**src/rtl/osc_cfg_pkg.sv**
```systemverilog
// Shared types and constants for the pixel-clock oscillator configuration sequencer:
// FSM states, the FWVGA register table and the default oscillator slave address.
package osc_cfg_pkg;

    typedef enum logic [2:0] {
        PWR_WAIT,
        ISSUE,
        WAIT_RSP,
        SETTLE,
        DONE,
        FAIL
    } cfg_state_e;

    typedef struct packed {
        logic [7:0] reg_addr;
        logic [7:0] data;
    } cfg_entry_t;

    localparam int unsigned TABLE_LEN      = 11;
    localparam logic [6:0]  OSC_SLAVE_ADDR = 7'h55;

    localparam cfg_entry_t OSC_TABLE [TABLE_LEN] = '{
        '{8'h84, 8'h00}, '{8'h00, 8'h23}, '{8'h05, 8'hB0}, '{8'h06, 8'h0B},
        '{8'h07, 8'h89}, '{8'h08, 8'h58}, '{8'h09, 8'h08}, '{8'h0A, 8'h44},
        '{8'h0B, 8'h00}, '{8'h84, 8'h01}, '{8'h84, 8'h04}
    };

    // Indices past the end of the table read as zero instead of running off the array.
    function automatic cfg_entry_t table_entry(input logic [3:0] idx);
        if (idx < 4'(TABLE_LEN)) begin
            return OSC_TABLE[idx];
        end
        return '0;
    endfunction

endpackage

```
**src/rtl/osc_cfg_sequencer_if.sv**
```systemverilog
// Command/response handshake between the oscillator config sequencer (master)
// and the I2C byte-write engine (slave).
interface osc_cfg_sequencer_if;
    logic       CMD_VALID;
    logic       CMD_READY;
    logic [6:0] CMD_SLAVE;
    logic [7:0] CMD_REG;
    logic [7:0] CMD_DATA;
    logic       RSP_VALID;
    logic       RSP_NACK;

    modport master (
        output CMD_VALID, CMD_SLAVE, CMD_REG, CMD_DATA,
        input  CMD_READY, RSP_VALID, RSP_NACK
    );

    modport slave (
        input  CMD_VALID, CMD_SLAVE, CMD_REG, CMD_DATA,
        output CMD_READY, RSP_VALID, RSP_NACK
    );
endinterface

```
**src/rtl/cfg_delay_timer.sv**
```systemverilog
// 32-bit up-counting delay timer: load restarts from zero, en counts up to limit_i,
// expire_o is high once the count is no longer below limit_i.
module cfg_delay_timer (
    input  logic        clk_i,
    input  logic        rst_i,
    input  logic        load_i,
    input  logic        en_i,
    input  logic [31:0] limit_i,
    output logic        expire_o
);
    logic [31:0] cnt_q;

    always_ff @(posedge clk_i) begin
        if (rst_i) begin
            cnt_q <= '0;
        end else if (load_i) begin
            cnt_q <= '0;
        end else if (en_i && (cnt_q < limit_i)) begin
            cnt_q <= cnt_q + 32'd1;
        end
    end

    assign expire_o = !(cnt_q < limit_i);

endmodule

```
**src/rtl/osc_cfg_sequencer.sv**
```systemverilog
// Power-on write sequencer for the pixel-clock oscillator; walks the register table
// over the I2C command handshake. Define CFG_WATCHDOG_EN to add a WAIT_RSP timeout.
//
// state    | meaning
// PWR_WAIT | power-on delay before the first command
// ISSUE    | CMD_VALID high with table[index], waiting for CMD_READY
// WAIT_RSP | command accepted, waiting for ACK/NACK
// SETTLE   | all entries ACKed, settle delay running
// DONE     | CFG_DONE held until reset
// FAIL     | retries exhausted, CFG_FAIL held until reset
module osc_cfg_sequencer
    import osc_cfg_pkg::*;
#(
    parameter int unsigned POWERUP_DELAY = 90000000,
    parameter int unsigned SETTLE_DELAY  = 150000000,
    parameter int unsigned NUM_REGS      = 11,
    parameter int unsigned MAX_RETRY     = 3,
    parameter logic [6:0]  SLAVE_ADDR    = OSC_SLAVE_ADDR
`ifdef CFG_WATCHDOG_EN
    ,
    parameter int unsigned RSP_TIMEOUT   = 4000
`endif
) (
    input  logic                       CLOCK_IN,
    input  logic                       RESET,
    osc_cfg_sequencer_if.master        cmd_if,
    output logic                       CFG_BUSY,
    output logic                       CFG_DONE,
    output logic                       CFG_FAIL,
    output logic [7:0]                 STATUS_LED
);

    cfg_state_e  state_q;
    logic [3:0]  idx_q;
    logic [3:0]  retry_q;
    logic        cmd_valid_q;
    logic [6:0]  slave_q;
    logic [7:0]  reg_q;
    logic [7:0]  data_q;
    logic        busy_q;
    logic        done_q;
    logic        fail_q;

    logic        tmr_load;
    logic        tmr_en;
    logic        tmr_expire;
    logic [31:0] tmr_limit;
    logic        rsp_ack;
    logic        rsp_bad;
    cfg_entry_t  cur_entry;
    cfg_entry_t  next_entry;

    assign cur_entry  = table_entry(idx_q);
    assign next_entry = table_entry(idx_q + 4'd1);

    // The timer is cleared while a command is pending and on any response, so it
    // starts from zero on entry to both WAIT_RSP and SETTLE.
    always_comb begin
        tmr_load  = 1'b0;
        tmr_en    = 1'b0;
        tmr_limit = 32'(POWERUP_DELAY - 1);
        case (state_q)
            PWR_WAIT: tmr_en = 1'b1;
            ISSUE:    tmr_load = 1'b1;
            WAIT_RSP: begin
                tmr_load = cmd_if.RSP_VALID;
`ifdef CFG_WATCHDOG_EN
                tmr_en    = 1'b1;
                tmr_limit = 32'(RSP_TIMEOUT - 1);
`endif
            end
            SETTLE: begin
                tmr_en    = 1'b1;
                tmr_limit = 32'(SETTLE_DELAY - 1);
            end
            default: ;
        endcase
    end

    assign rsp_ack = cmd_if.RSP_VALID && !cmd_if.RSP_NACK;
`ifdef CFG_WATCHDOG_EN
    assign rsp_bad = cmd_if.RSP_VALID ? cmd_if.RSP_NACK : tmr_expire;
`else
    assign rsp_bad = cmd_if.RSP_VALID && cmd_if.RSP_NACK;
`endif

    cfg_delay_timer u_timer (
        .clk_i    (CLOCK_IN),
        .rst_i    (RESET),
        .load_i   (tmr_load),
        .en_i     (tmr_en),
        .limit_i  (tmr_limit),
        .expire_o (tmr_expire)
    );

    always_ff @(posedge CLOCK_IN) begin
        if (RESET) begin
            state_q     <= PWR_WAIT;
            idx_q       <= '0;
            retry_q     <= '0;
            cmd_valid_q <= 1'b0;
            slave_q     <= '0;
            reg_q       <= '0;
            data_q      <= '0;
            busy_q      <= 1'b0;
            done_q      <= 1'b0;
            fail_q      <= 1'b0;
        end else begin
            case (state_q)
                PWR_WAIT: begin
                    busy_q  <= 1'b1;
                    slave_q <= SLAVE_ADDR;
                    if (tmr_expire) begin
                        state_q     <= ISSUE;
                        cmd_valid_q <= 1'b1;
                        reg_q       <= cur_entry.reg_addr;
                        data_q      <= cur_entry.data;
                    end
                end
                ISSUE: begin
                    if (cmd_valid_q && cmd_if.CMD_READY) begin
                        state_q     <= WAIT_RSP;
                        cmd_valid_q <= 1'b0;
                    end
                end
                WAIT_RSP: begin
                    if (rsp_ack) begin
                        retry_q <= '0;
                        idx_q   <= idx_q + 4'd1;
                        if (idx_q == 4'(NUM_REGS - 1)) begin
                            state_q <= SETTLE;
                        end else begin
                            state_q     <= ISSUE;
                            cmd_valid_q <= 1'b1;
                            reg_q       <= next_entry.reg_addr;
                            data_q      <= next_entry.data;
                        end
                    end else if (rsp_bad) begin
                        if (retry_q < 4'(MAX_RETRY)) begin
                            retry_q     <= retry_q + 4'd1;
                            state_q     <= ISSUE;
                            cmd_valid_q <= 1'b1;
                        end else begin
                            state_q <= FAIL;
                            fail_q  <= 1'b1;
                            busy_q  <= 1'b0;
                        end
                    end
                end
                SETTLE: begin
                    if (tmr_expire) begin
                        state_q <= DONE;
                        done_q  <= 1'b1;
                        busy_q  <= 1'b0;
                    end
                end
                default: ;
            endcase
        end
    end

    assign cmd_if.CMD_VALID = cmd_valid_q;
    assign cmd_if.CMD_SLAVE = slave_q;
    assign cmd_if.CMD_REG   = reg_q;
    assign cmd_if.CMD_DATA  = data_q;
    assign CFG_BUSY         = busy_q;
    assign CFG_DONE         = done_q;
    assign CFG_FAIL         = fail_q;
    assign STATUS_LED       = {idx_q, retry_q};

endmodule

```
**src/flat_wrapper.sv**
```systemverilog
// flat-port wrapper written by rule: the top's interface ports become plain ports
module osc_cfg_sequencer_flat import osc_cfg_pkg::*;
#(
    parameter int unsigned POWERUP_DELAY = 90000000,
    parameter int unsigned SETTLE_DELAY  = 150000000,
    parameter int unsigned NUM_REGS      = 11,
    parameter int unsigned MAX_RETRY     = 3,
    parameter logic [6:0]  SLAVE_ADDR    = OSC_SLAVE_ADDR

)
  (CLOCK_IN, RESET, CFG_BUSY, CFG_DONE, CFG_FAIL, STATUS_LED, cmd_if_CMD_VALID, cmd_if_CMD_SLAVE, cmd_if_CMD_REG, cmd_if_CMD_DATA, cmd_if_CMD_READY, cmd_if_RSP_VALID, cmd_if_RSP_NACK);
  osc_cfg_sequencer_if cmd_if_i ();
  input  logic CLOCK_IN;
  input  logic RESET;
  output logic CFG_BUSY;
  output logic CFG_DONE;
  output logic CFG_FAIL;
  output logic [7:0] STATUS_LED;
  output wire logic [$bits(cmd_if_i.CMD_VALID)-1:0] cmd_if_CMD_VALID;
  output wire logic [$bits(cmd_if_i.CMD_SLAVE)-1:0] cmd_if_CMD_SLAVE;
  output wire logic [$bits(cmd_if_i.CMD_REG)-1:0] cmd_if_CMD_REG;
  output wire logic [$bits(cmd_if_i.CMD_DATA)-1:0] cmd_if_CMD_DATA;
  input wire logic [$bits(cmd_if_i.CMD_READY)-1:0] cmd_if_CMD_READY;
  input wire logic [$bits(cmd_if_i.RSP_VALID)-1:0] cmd_if_RSP_VALID;
  input wire logic [$bits(cmd_if_i.RSP_NACK)-1:0] cmd_if_RSP_NACK;
  assign cmd_if_CMD_VALID = cmd_if_i.CMD_VALID;
  assign cmd_if_CMD_SLAVE = cmd_if_i.CMD_SLAVE;
  assign cmd_if_CMD_REG = cmd_if_i.CMD_REG;
  assign cmd_if_CMD_DATA = cmd_if_i.CMD_DATA;
  assign cmd_if_i.CMD_READY = cmd_if_CMD_READY;
  assign cmd_if_i.RSP_VALID = cmd_if_RSP_VALID;
  assign cmd_if_i.RSP_NACK = cmd_if_RSP_NACK;
  osc_cfg_sequencer #(.POWERUP_DELAY(POWERUP_DELAY), .SETTLE_DELAY(SETTLE_DELAY), .NUM_REGS(NUM_REGS), .MAX_RETRY(MAX_RETRY), .SLAVE_ADDR(SLAVE_ADDR)) u_core (.CLOCK_IN(CLOCK_IN), .RESET(RESET), .cmd_if(cmd_if_i), .CFG_BUSY(CFG_BUSY), .CFG_DONE(CFG_DONE), .CFG_FAIL(CFG_FAIL), .STATUS_LED(STATUS_LED));
endmodule
```
**config.mk**
```make
export PLATFORM = sky130hd
export DESIGN_NAME = osc_cfg_sequencer_flat
export DESIGN_NICKNAME = d
export VERILOG_FILES = /design/src/rtl/osc_cfg_pkg.sv /design/src/rtl/osc_cfg_sequencer_if.sv /design/src/rtl/cfg_delay_timer.sv /design/src/rtl/osc_cfg_sequencer.sv /design/src/flat_wrapper.sv
export SDC_FILE = /design/constraint.sdc
export NUM_CORES = 1
export LEC_CHECK = 0
export ABC_CLOCK_PERIOD_IN_PS = 4400
export CAP_MARGIN = 15
export CORE_ASPECT_RATIO = 1.1
export CORE_MARGIN = 3
export CORE_UTILIZATION = 55
export CTS_BUF_LIST = sky130_fd_sc_hd__clkbuf_8
export DETAILED_ROUTE_END_ITERATION = 12
export PLACE_DENSITY = 0.77
export SLEW_MARGIN = 20
export SYNTH_ARGS = -nofsm -noshare
export SYNTH_HDL_FRONTEND = slang
export SYNTH_HIERARCHICAL = 1
export SYNTH_SLANG_ARGS = --single-unit
```
**constraint.sdc**
```tcl
create_clock -name CLOCK_IN -period 4.4 [get_ports CLOCK_IN]
set_clock_uncertainty 0.2 [all_clocks]
set_input_delay 0.44 -clock CLOCK_IN [delete_from_list [all_inputs] [get_ports CLOCK_IN]]
set_output_delay 0.44 -clock CLOCK_IN [all_outputs]
set_load 0.01 [all_outputs]
```
# Yosys cells after proc, flatten, opt, wreduce, memory -nomap -nowiden

Memory sizes are Yosys's and may differ from the RTL's.
Index checks and enable logic that the tools add are counted.

Register bits: 64
Memory bits (read-only): 512
Output and inout port bits: 35
Logic and storage cells: 108
Memories kept: 2

Memory list:

| name             | words | bits a word | read ports | clocked after Yosys merged registers in | write ports | line              | source |
|---|---|---|---|---|---|---|---|
| (name not given) | 16    | 16          | 1          | 0                                       | 0           | osc_cfg_pkg.sv:31 | `return OSC_TABLE[idx];` |
| (name not given) | 16    | 16          | 1          | 0                                       | 0           | osc_cfg_pkg.sv:31 |  |

$add $sub $neg: 3
Order comparisons: 6
Equal/unequal tests: 15
Mux-type cells: 44
Bitwise operators: 5
Reduce and logical (&&, ||, !) cells: 22

Operators by type and width:

| operator                                                 | number |
|---|---|
| two-way mux 16 bit                                       | 8 |
| two-way mux 8 bit                                        | 6 |
| adder 32 x 1 -> 32 bit, second input constant            | 1 |
| less-than comparator 32 x 28 -> 1 bit                    | 1 |
| case mux 8 bit (2 select lines)                          | 2 |
| two-way mux 28 bit                                       | 1 |
| two-way mux 3 bit                                        | 6 |
| two-way mux 1 bit                                        | 13 |
| two-way mux 4 bit                                        | 3 |
| case mux 3 bit (4 select lines)                          | 1 |
| greater-or-equal comparator 5 bit, second input constant | 2 |
| inequality test 2 bit, second input constant             | 5 |
| NOT 4 -> 5 bit                                           | 2 |
| AND reduction 5 bit                                      | 2 |
| adder 4 x 1 -> 4 bit, second input constant              | 2 |
| less-than comparator 4 bit, second input constant        | 2 |
| AND reduction 4 bit                                      | 2 |
| == test 3 x 2 -> 1 bit, second input constant            | 2 |
| inequality test 2 x 1 -> 1 bit, second input constant    | 3 |
| inequality test 3 x 1 -> 1 bit, second input constant    | 2 |
| case mux 1 bit (3 select lines)                          | 2 |
| AND reduction 6 bit                                      | 1 |
| nonzero test 2 bit                                       | 3 |
| nonzero test 3 bit                                       | 2 |
| other kinds (14)                                         | 21 |

# Longest topological paths before layout

Gate-level depths: netlist (run 1).

Word-level depth: 10
Mapped depth: 18
Gate-level depth less buffers: 14

# Cells and area by module

The synthesis (run 1) kept the hierarchy.

By module, submodules not included:

| module            | times used | cells an instance | area an instance (um2) | sequential area each (um2) |
|---|---|---|---|---|
| cfg_delay_timer   | 1          | 315               | 2,468.6                | 640.6 |
| osc_cfg_sequencer | 1          | 235               | 1,929.4                | 580.6 |

# Least setup slack after synthesis (run 1)

OpenSTA, ideal clock, no wires.

Path kind: flip-flop to flip-flop
Start: reg u_core.state_q[0]
End: reg u_core.reg_q[3], in the netlist u_core/cmd_if.CMD_REG[3]
Setup time: 0.125 ns
Arrival: 3.614 ns
Data required time: 4.075 ns
Path slack: 0.462 ns
Cell stages (with the launch flop): 19
Buffers on the path: 4
Path through: dfxtp_1 buf_4 inv_1 nor3b_1 inv_1 inv_1 ha_1 a21oi_1 o21ai_1 a221oi_2 nand2b_1 o22a_2 buf_6 clkbuf_1 nor2b_1 o21a_2 buf_2 o21ai_0 nor2_1

Longest elaborated chain between the ends: 5
Elaborated cells between the ends (all ways): 11
Those cells by class: order compare (1); eq/ne (5); mux (2); reduce/logical (3)

RTL lines:

| element                                | line                     | source |
|---|---|---|
| from (decl)                            | osc_cfg_sequencer.sv:33  | `cfg_state_e state_q;` |
| from (signal assigned)                 | osc_cfg_sequencer.sv:98  | `state_q <= PWR_WAIT;` |
| from (signal assigned)                 | osc_cfg_sequencer.sv:114 | `state_q <= ISSUE;` |
| from (signal assigned)                 | osc_cfg_sequencer.sv:122 | `state_q <= WAIT_RSP;` |
| == test 3 x 2 -> 1 bit                 | osc_cfg_sequencer.sv:62  | `case (state_q)` |
| two-way mux 28 bit                     | osc_cfg_sequencer.sv:62  |  |
| net u_core.tmr_limit[12]               | osc_cfg_sequencer.sv:47  | `logic [31:0] tmr_limit;` |
| less-than comparator 32 x 28 -> 1 bit  | -                        |  |
| inequality test 2 bit (no source line) | -                        |  |
| AND reduction 4 bit (no source line)   | -                        |  |
| to (signal assigned)                   | osc_cfg_sequencer.sv:116 | `reg_q <= cur_entry.reg_addr;` |
| to (signal assigned)                   | osc_cfg_sequencer.sv:135 | `reg_q <= next_entry.reg_addr;` |
| to (decl)                              | osc_cfg_sequencer.sv:38  | `logic [7:0] reg_q;` |

The timed path passes the listed nets, and every way through them passes these cells.
A chain may end at the register's enable or synchronous reset.

# Worst setup path in the final report (run 1)

Start: reg u_core.state_q[0]
End: reg u_core.cmd_valid_q, in the netlist u_core/cmd_if.CMD_VALID

Longest elaborated chain between the ends: 5
Elaborated cells between the ends (all ways): 14
Those cells by class: order compare (1); eq/ne (8); mux (2); reduce/logical (3)

RTL lines:

| element                                | line                     | source |
|---|---|---|
| == test 3 x 2 -> 1 bit                 | osc_cfg_sequencer.sv:62  |  |
| two-way mux 28 bit                     | osc_cfg_sequencer.sv:62  |  |
| net u_core.tmr_limit[12]               | osc_cfg_sequencer.sv:47  |  |
| less-than comparator 32 x 28 -> 1 bit  | -                        |  |
| inequality test 2 bit (no source line) | -                        |  |
| AND reduction 6 bit (no source line)   | -                        |  |
| to (signal assigned)                   | osc_cfg_sequencer.sv:101 | `cmd_valid_q <= 1'b0;` |
| to (signal assigned)                   | osc_cfg_sequencer.sv:115 | `cmd_valid_q <= 1'b1;` |
| to (signal assigned)                   | osc_cfg_sequencer.sv:123 | `cmd_valid_q <= 1'b0;` |
| to (decl)                              | osc_cfg_sequencer.sv:36  | `logic cmd_valid_q;` |

The timed path passes the listed nets, and every way through them passes these cells.

==> results_dict.tcl, run 1 <==
set metrics [dict create \
    status "finished clean" \
    ir_drop_mv 0.1745 \
    seq_area_frac_synth_pct 27.77 \
    crit_path_end_kind "flop" \
    cp-startpoint "u_core/state_q[0]$_SDFFE_PP0P_" \
    postRouteAntennaNets 0 \
    num_io_pins 40 \
    yosys-top-cells-area "dfxtp_1, ha_1, a21oi_1" \
    r2r_setup_slack_ns 0.41 \
    synthFlopType "dfxtp_1" \
    num_vias 4088 \
    path_class "flop to flop" \
    drc 0 \
    relSlewSlack_pct 44.08 \
    grt_max_degree 33 \
    cts_root_buffer "clkbuf_8" \
    core_sq_um 7597 \
    hold_buffers 0 \
    drive_above_1_share_pct 8.094 \
    endpoint "u_core/cmd_if.CMD_VALID$_SDFFE_PP0P_" \
    cts_buffers 9 \
    synth.avg_cell_area_sq_um 7.996 \
    grt_pass1_wl_um 18000 \
    start_kind "flop" \
    dp.cells 682 \
    combPwrFrac_pct 4.9 \
    viasPerCell 5.857 \
    intPower_uw 855.8 \
    wl_per_cell_um 15.31 \
    synth_largest_area_cell "dfxtp_1" \
    grt_pass1_vias 3937 \
    grtUsageTotal_pct 23.96 \
    multi_input_area_sq_um 2884 \
    synthTopCellsByCount "dfxtp_1, nor2_1, a21oi_1" \
    hp-class "flop to flop" \
    clk_latency_ns 0.34 \
    dieArea_sq_um 9106 \
    finalHoldViolations 0 \
    gp_congestion 0.9158 \
    cts_resized 0 \
    seqPwrFrac_pct 49.3 \
    first_pass_iters 5 \
    synth_top_cell_area_share_pct 27.77 \
    h-tree-depth 3 \
    start_util_pct 57.89 \
    net-switching-power_uw 279.2 \
    port_buffers 33 \
    antenna_found_initial 0 \
    clkSinkCount 61 \
    post-route-min-period_ns 3.986 \
    max_freq_mhz 250.9 \
    drt_iter0_markers 186 \
    post-cts-setup-buffers 0 \
    synth_edf_count 0 \
    clk_pin_slew_worst_paths_ns 0.08 \
    ff2ff_path_depth 15 \
    yosys.cell_types.count 66 \
    cellLeakagePower_uw 0.001979 \
    post-route-period-util_pct 90.59 \
    fin_nets 635 \
    yosys_register_bits 61 \
    num_antenna_cells 0 \
    seq_area_sq_um 1221 \
    drv_slew 0 \
    chipWidth_um 91.26 \
    path_max_fanout 18 \
    cts_tree "built" \
    arrival_ns 4.05 \
    rsz0062_at_grt "false" \
    grt-ovfl-total 0 \
    power_density_nw_per_um2 227.9 \
    yosys_warnings 6 \
    yosysMostFrequentCell "dfxtp_1" \
    syn_area_sq_um 4398 \
    rows 33 \
    cp.required_ns 4.46 \
    maxCapViolations 0 \
    synthCells 550 \
    area.growth.synth_to_final_pct 13.26 \
    nFillCells 691 \
    fin_setup_tns_ns 0 \
    r2r-end "u_core/cmd_if.CMD_VALID$_SDFFE_PP0P_" \
    hpwl_um 7759 \
    drt_wl_total_um 10690 \
    pwr-share-clk_pct 45.9 \
    tightestPinTransition_ns 0.8383 \
    setup_violations 0 \
    synthArstFlopShare_pct 0 \
    clock_path_buffers 2 \
    final_cells 698 \
    die_y_um 99.79 \
    r2r-start "u_core/state_q[0]$_SDFFE_PP0P_" \
    switching_share_pct 24.60 \
]
[placed cells by master, fill, tap and decap left out, drive strengths merged, types with 3 or more instances in the layout]
cell | netlist | layout
buf | 20 | 4
o211ai | 3 | 3
xnor2 | 22 | 22
and4 | 5 | 5
inv | 47 | 48
o21ai | 24 | 24
mux2i | 6 | 6
nor3b | 4 | 4
nor2b | 4 | 4
clkinvlp | 0 | 3
a31oi | 5 | 5
and3 | 7 | 7
nand2 | 42 | 42
nor4 | 3 | 3
nand2b | 7 | 7
nor2 | 54 | 54
or4 | 13 | 13
nand4 | 12 | 12
clkdlybuf4s50 | 0 | 33
nand3 | 20 | 20
clkbuf | 13 | 10
a211oi | 13 | 13
dfxtp | 61 | 61
a21oi | 52 | 52
nor3 | 22 | 22
conb | 2 | 25
ha | 42 | 42
o31ai | 13 | 13
a2111oi | 7 | 7
[critical path: stages (launching register included)]
cell and delay (ns):
dfxtp_1 0.57, inv_1 0.16, nor3b_1 0.23, buf_4 0.19, inv_1 0.05, ha_1 0.29
nand2_1 0.07, o21ai_0 0.42, a21o_1 0.21, nand2b_1 0.10, o22a_2 0.30, buf_4 0.27
nand2_1 0.12, a311oi_2 0.43, a31oi_1 0.14, nor3_1 0.15
[metal layers]
metal	share of wire (%)	wire length (um)	global-route usage (%)
met3	4.8	516	4.873
met4	2.6	281	11.60
met1	42	4462	27.23
met5	0	0	0
met2	51	5427	42.87
[power by group through the flow]
stage / combinational (uW) / clock [uW] / sequential [uW]
6_report: 55.3 / 521 / 559
5_1_grt: 63.7 / 555 / 560
4_1_cts: 54.7 / 528 / 559
3_5_place_dp: 54.3 / 0 / 572
3_3_place_gp: 52.9 / 0 / 572
2_1_floorplan: 42.4 / 0 / 571
[kinds of logic (layout without fill, tap and decap cells)]
kind of cell,after synthesis,in the layout,synth area share (%)
and+or+nand+nor,203,203,24.32
adders and majority gates,42,42,11.95
muxes,7,7,1.622
AOI/OAI and AO/OA,131,131,20.60
other,2,25,0.1708
DFF,61,61,27.77
xor gates and xnor gates,24,24,4.950
buffers and inverters,80,100,8.620
[how the worst min path moves through the flow]
stage	slack, ns	depth (start not counted)	start	endpoint
finish	0.25	2	u_core/CFG_FAIL$_SDFFE_PP0P_	u_core/CFG_FAIL$_SDFFE_PP0P_
global route	0.29	2	u_core/CFG_FAIL$_SDFFE_PP0P_	u_core/CFG_FAIL$_SDFFE_PP0P_
CTS	0.26	2	u_core/CFG_FAIL$_SDFFE_PP0P_	u_core/CFG_FAIL$_SDFFE_PP0P_
detailed placement	0.24	2	u_core/CFG_FAIL$_SDFFE_PP0P_	u_core/CFG_FAIL$_SDFFE_PP0P_
global placement	0.23	2	u_core/CFG_FAIL$_SDFFE_PP0P_	u_core/CFG_FAIL$_SDFFE_PP0P_
floorplan	0.26	2	u_core/u_timer/cnt_q[10]$_SDFFE_PP0P_	u_core/u_timer/cnt_q[10]$_SDFFE_PP0P_
[state kept, by name, summed over array words and instances (netlist names)]
| name | count |
|---|---|
| u_core/retry_q | 4 |
| u_core/cmd_if.CMD_SLAVE | 1 |
| u_core/cmd_if.CMD_REG | 5 |
| u_core/idx_q | 4 |
| u_core/CFG_FAIL | 1 |
| u_core/CFG_DONE | 1 |
| u_core/CFG_BUSY | 1 |
| u_core/state_q | 3 |
| u_core/cmd_if.CMD_DATA | 8 |
| u_core/cmd_if.CMD_VALID | 1 |
| u_core/u_timer/cnt_q | 32 |
[stage by stage]
step	cell area [sq um]	hold WS [ns]	worst slack, ns	util (%)	power [uW]
finish	4981	0.2550	0.4140	65.56	1135
global route	4981	0.2879	0.05859	65.56	1178
CTS	4981	0.2604	0.4659	65.56	1142
detailed placement	4773	0.2441	0.5495	62.83	626.2
global placement	4773	0.2350	0.7298	62.83	624.6
floorplan	4484	0.2644	0.4617	-	613.8
[final cells by class]
| type | instances | area share (%) |
|---|---|---|
| inverter | 47 | 3.542 |
| multi-input combinational | 432 | 57.90 |
| tap | 105 | 2.638 |
| sequential | 61 | 24.52 |
| clock buffer | 10 | 2.763 |
| clock inverter | 6 | 1.407 |
| timing repair buffer | 37 | 7.234 |
Note: power is estimated with default switching activity, not from simulation.
==> run 2, diff against run 1 <==
ABC_CLOCK_PERIOD_IN_PS = 4000   (was 4400)
CORE_MARGIN = default   (was 3)
clock period = 4 ns   (was 4.4 ns; I/O delays follow)
==> results_dict.tcl, run 2 (synthesis results as in run 1) <==
set metrics [dict create \
    start_kind "flop" \
    antenna_found_initial 0 \
    cts_root_buffer "clkbuf_8" \
    die_y_um 95.79 \
    drive_above_1_share_pct 8.863 \
    top_register "u_core/u_timer/cnt_q" \
    h-tree-depth 3 \
    fin_nets 640 \
    combPwrFrac_pct 4.6 \
    hp-class "flop to flop" \
    r2r-start "u_core/state_q[0]$_SDFFE_PP0P_" \
    grt_pass1_wl_um 18110 \
    post-route-period-util_pct 89.14 \
    intPower_uw 994.1 \
    min_from "u_core/CFG_FAIL$_SDFFE_PP0P_" \
    chipWidth_um 87.26 \
    cts_buffers 9 \
    first_pass_iters 5 \
    seqPwrFrac_pct 46.9 \
    r2r-end "u_core/cmd_if.CMD_DATA[0]$_SDFFE_PP0P_" \
    gp_congestion 0.8980 \
    core_sq_um 7597 \
    grtUsageTotal_pct 27.27 \
    tightestPinTransition_ns 0.7954 \
    drv_slew 0 \
    hpwl_um 7838 \
    grt_pass1_vias 3987 \
    utilization_pct 66.32 \
    num_io_pins 40 \
    pwr-share-clk_pct 48.5 \
    start_util_pct 57.89 \
    drc 0 \
    grt-ovfl-total 0 \
    drt_iter0_markers 210 \
    largest_reg_flops 32 \
    wl_per_cell_um 15.19 \
    num_vias 4055 \
    status "finished clean" \
    maxCapViolations 0 \
    path_class "flop to flop" \
    rsz0062_at_grt "false" \
    arrival_ns 3.60 \
    setup_violations 0 \
    port_buffers 33 \
    ff2ff_path_depth 12 \
    num_antenna_cells 0 \
    drt_wl_total_um 10680 \
    relSlewSlack_pct 46.97 \
    clk_latency_ns 0.34 \
    postRouteAntennaNets 0 \
    r2r_setup_slack_ns 0.43 \
    whs_endpoint "u_core/CFG_FAIL$_SDFFE_PP0P_" \
    dieArea_sq_um 8358 \
    clock_path_buffers 2 \
    area.growth.synth_to_final_pct 14.57 \
    finalHoldViolations 0 \
    post-route-min-period_ns 3.566 \
    rows 33 \
    clk_pin_slew_worst_paths_ns 0.08 \
    layout.cells.most_common_list "dfxtp_1, nor2_1, a21oi_1, inv_1" \
    power_density_nw_per_um2 260.4 \
    max_freq_mhz 280.5 \
    fin_setup_tns_ns 0 \
    crit_path_end_kind "flop" \
    ir_drop_mv 0.1614 \
    clkSinkCount 61 \
    switching_share_pct 24.24 \
    cellLeakagePower_uw 0.002028 \
    cts_tree "built" \
    path_max_fanout 18 \
    cp.required_ns 4.03 \
    viasPerCell 5.768 \
    whs_path_depth 2 \
    post-cts-setup-buffers 0 \
    final_common_cell "dfxtp_1" \
    net-switching-power_uw 318.0 \
    grt_max_degree 33 \
]
## run 2: cell count changes in the layout (fill, tap and decap cells not counted), sizes merged
| cell | delta |
|---|---|
| buf | +5 |
| clkinvlp | -3 |
| inv | +3 |
| bufinv | +1 |
| clkbuf | -1 |
## run 2: critical path, stage by stage, from the launching register on
cell and delay, ns:
dfxtp_1 0.35, inv_1 0.08, nor3b_1 0.21, buf_4 0.19, inv_1 0.07, ha_1 0.30, nand2_1 0.07, nor4_1 0.51
o22a_2 0.40, nor2b_1 0.30, o21a_2 0.35, o21ai_0 0.16, o221a_2 0.26
## run 2: area by class of cell
| class | instances | area, sq um |
|---|---|---|
| repair buffers | 42 | 397.9 |
| multi-input cells | 432 | 2884 |
| fillers | 662 | 2559 |
| well taps | 105 | 131.4 |
| clock buffers | 9 | 123.9 |
| clock inverters | 7 | 103.9 |
| flip-flops and latches | 61 | 1221 |
| inverters | 47 | 176.4 |
## run 2: metal layers
layer	part of all wire, %	global-route usage, %
met1	41	30.18
met4	4.0	15.57
met5	0	0
met2	50	49.48
met3	4.7	4.202
## run 2: power groups by stage
stage | Clock [uW] | Sequential (uW) | Combinational [uW]
floorplan | 0 | 629 | 46.6
global placement | 0 | 629 | 57.3
detailed placement | 0 | 629 | 59.0
CTS | 648 | 615 | 59.5
global route | 676 | 615 | 69.7
finish | 637 | 615 | 60.5
## run 2: how the worst max path moves through the flow
stage / slack, ns / from / end
after global placement: 0.59 / u_core/state_q[0]$_SDFFE_PP0P_ / u_core/cmd_if.CMD_DATA[0]$_SDFFE_PP0P_
after global routing: 0.11 / u_core/state_q[0]$_SDFFE_PP0P_ / u_core/cmd_if.CMD_DATA[0]$_SDFFE_PP0P_
after floorplan: 0.06 / u_core/state_q[0]$_SDFFE_PP0P_ / u_core/cmd_if.CMD_REG[3]$_SDFFE_PP0P_
final: 0.43 / u_core/state_q[0]$_SDFFE_PP0P_ / u_core/cmd_if.CMD_DATA[0]$_SDFFE_PP0P_
after CTS: 0.40 / u_core/state_q[0]$_SDFFE_PP0P_ / u_core/cmd_if.CMD_DATA[0]$_SDFFE_PP0P_
after detailed placement: 0.43 / u_core/state_q[0]$_SDFFE_PP0P_ / u_core/cmd_if.CMD_DATA[0]$_SDFFE_PP0P_
## run 2: what timing repair did
item / CTS / global route
hold buffers: 0 / 0
setup endpoints to repair: 0 / 1
resized for setup: 0 / 1
## run 2: per-stage QoR
step | instances | hold slack (ns) | setup WS, ns | instance area, sq um | total power (uW)
floorplan | 573 | 0.2644 | 0.06167 | 4484 | 675.2
CTS | 703 | 0.2562 | 0.4001 | 5039 | 1322
global route | 703 | 0.2947 | 0.1141 | 5039 | 1361
finish | 703 | 0.2510 | 0.4344 | 5039 | 1312
global placement | 687 | 0.2338 | 0.5859 | 4811 | 686.1
detailed placement | 687 | 0.2435 | 0.4308 | 4811 | 688.2
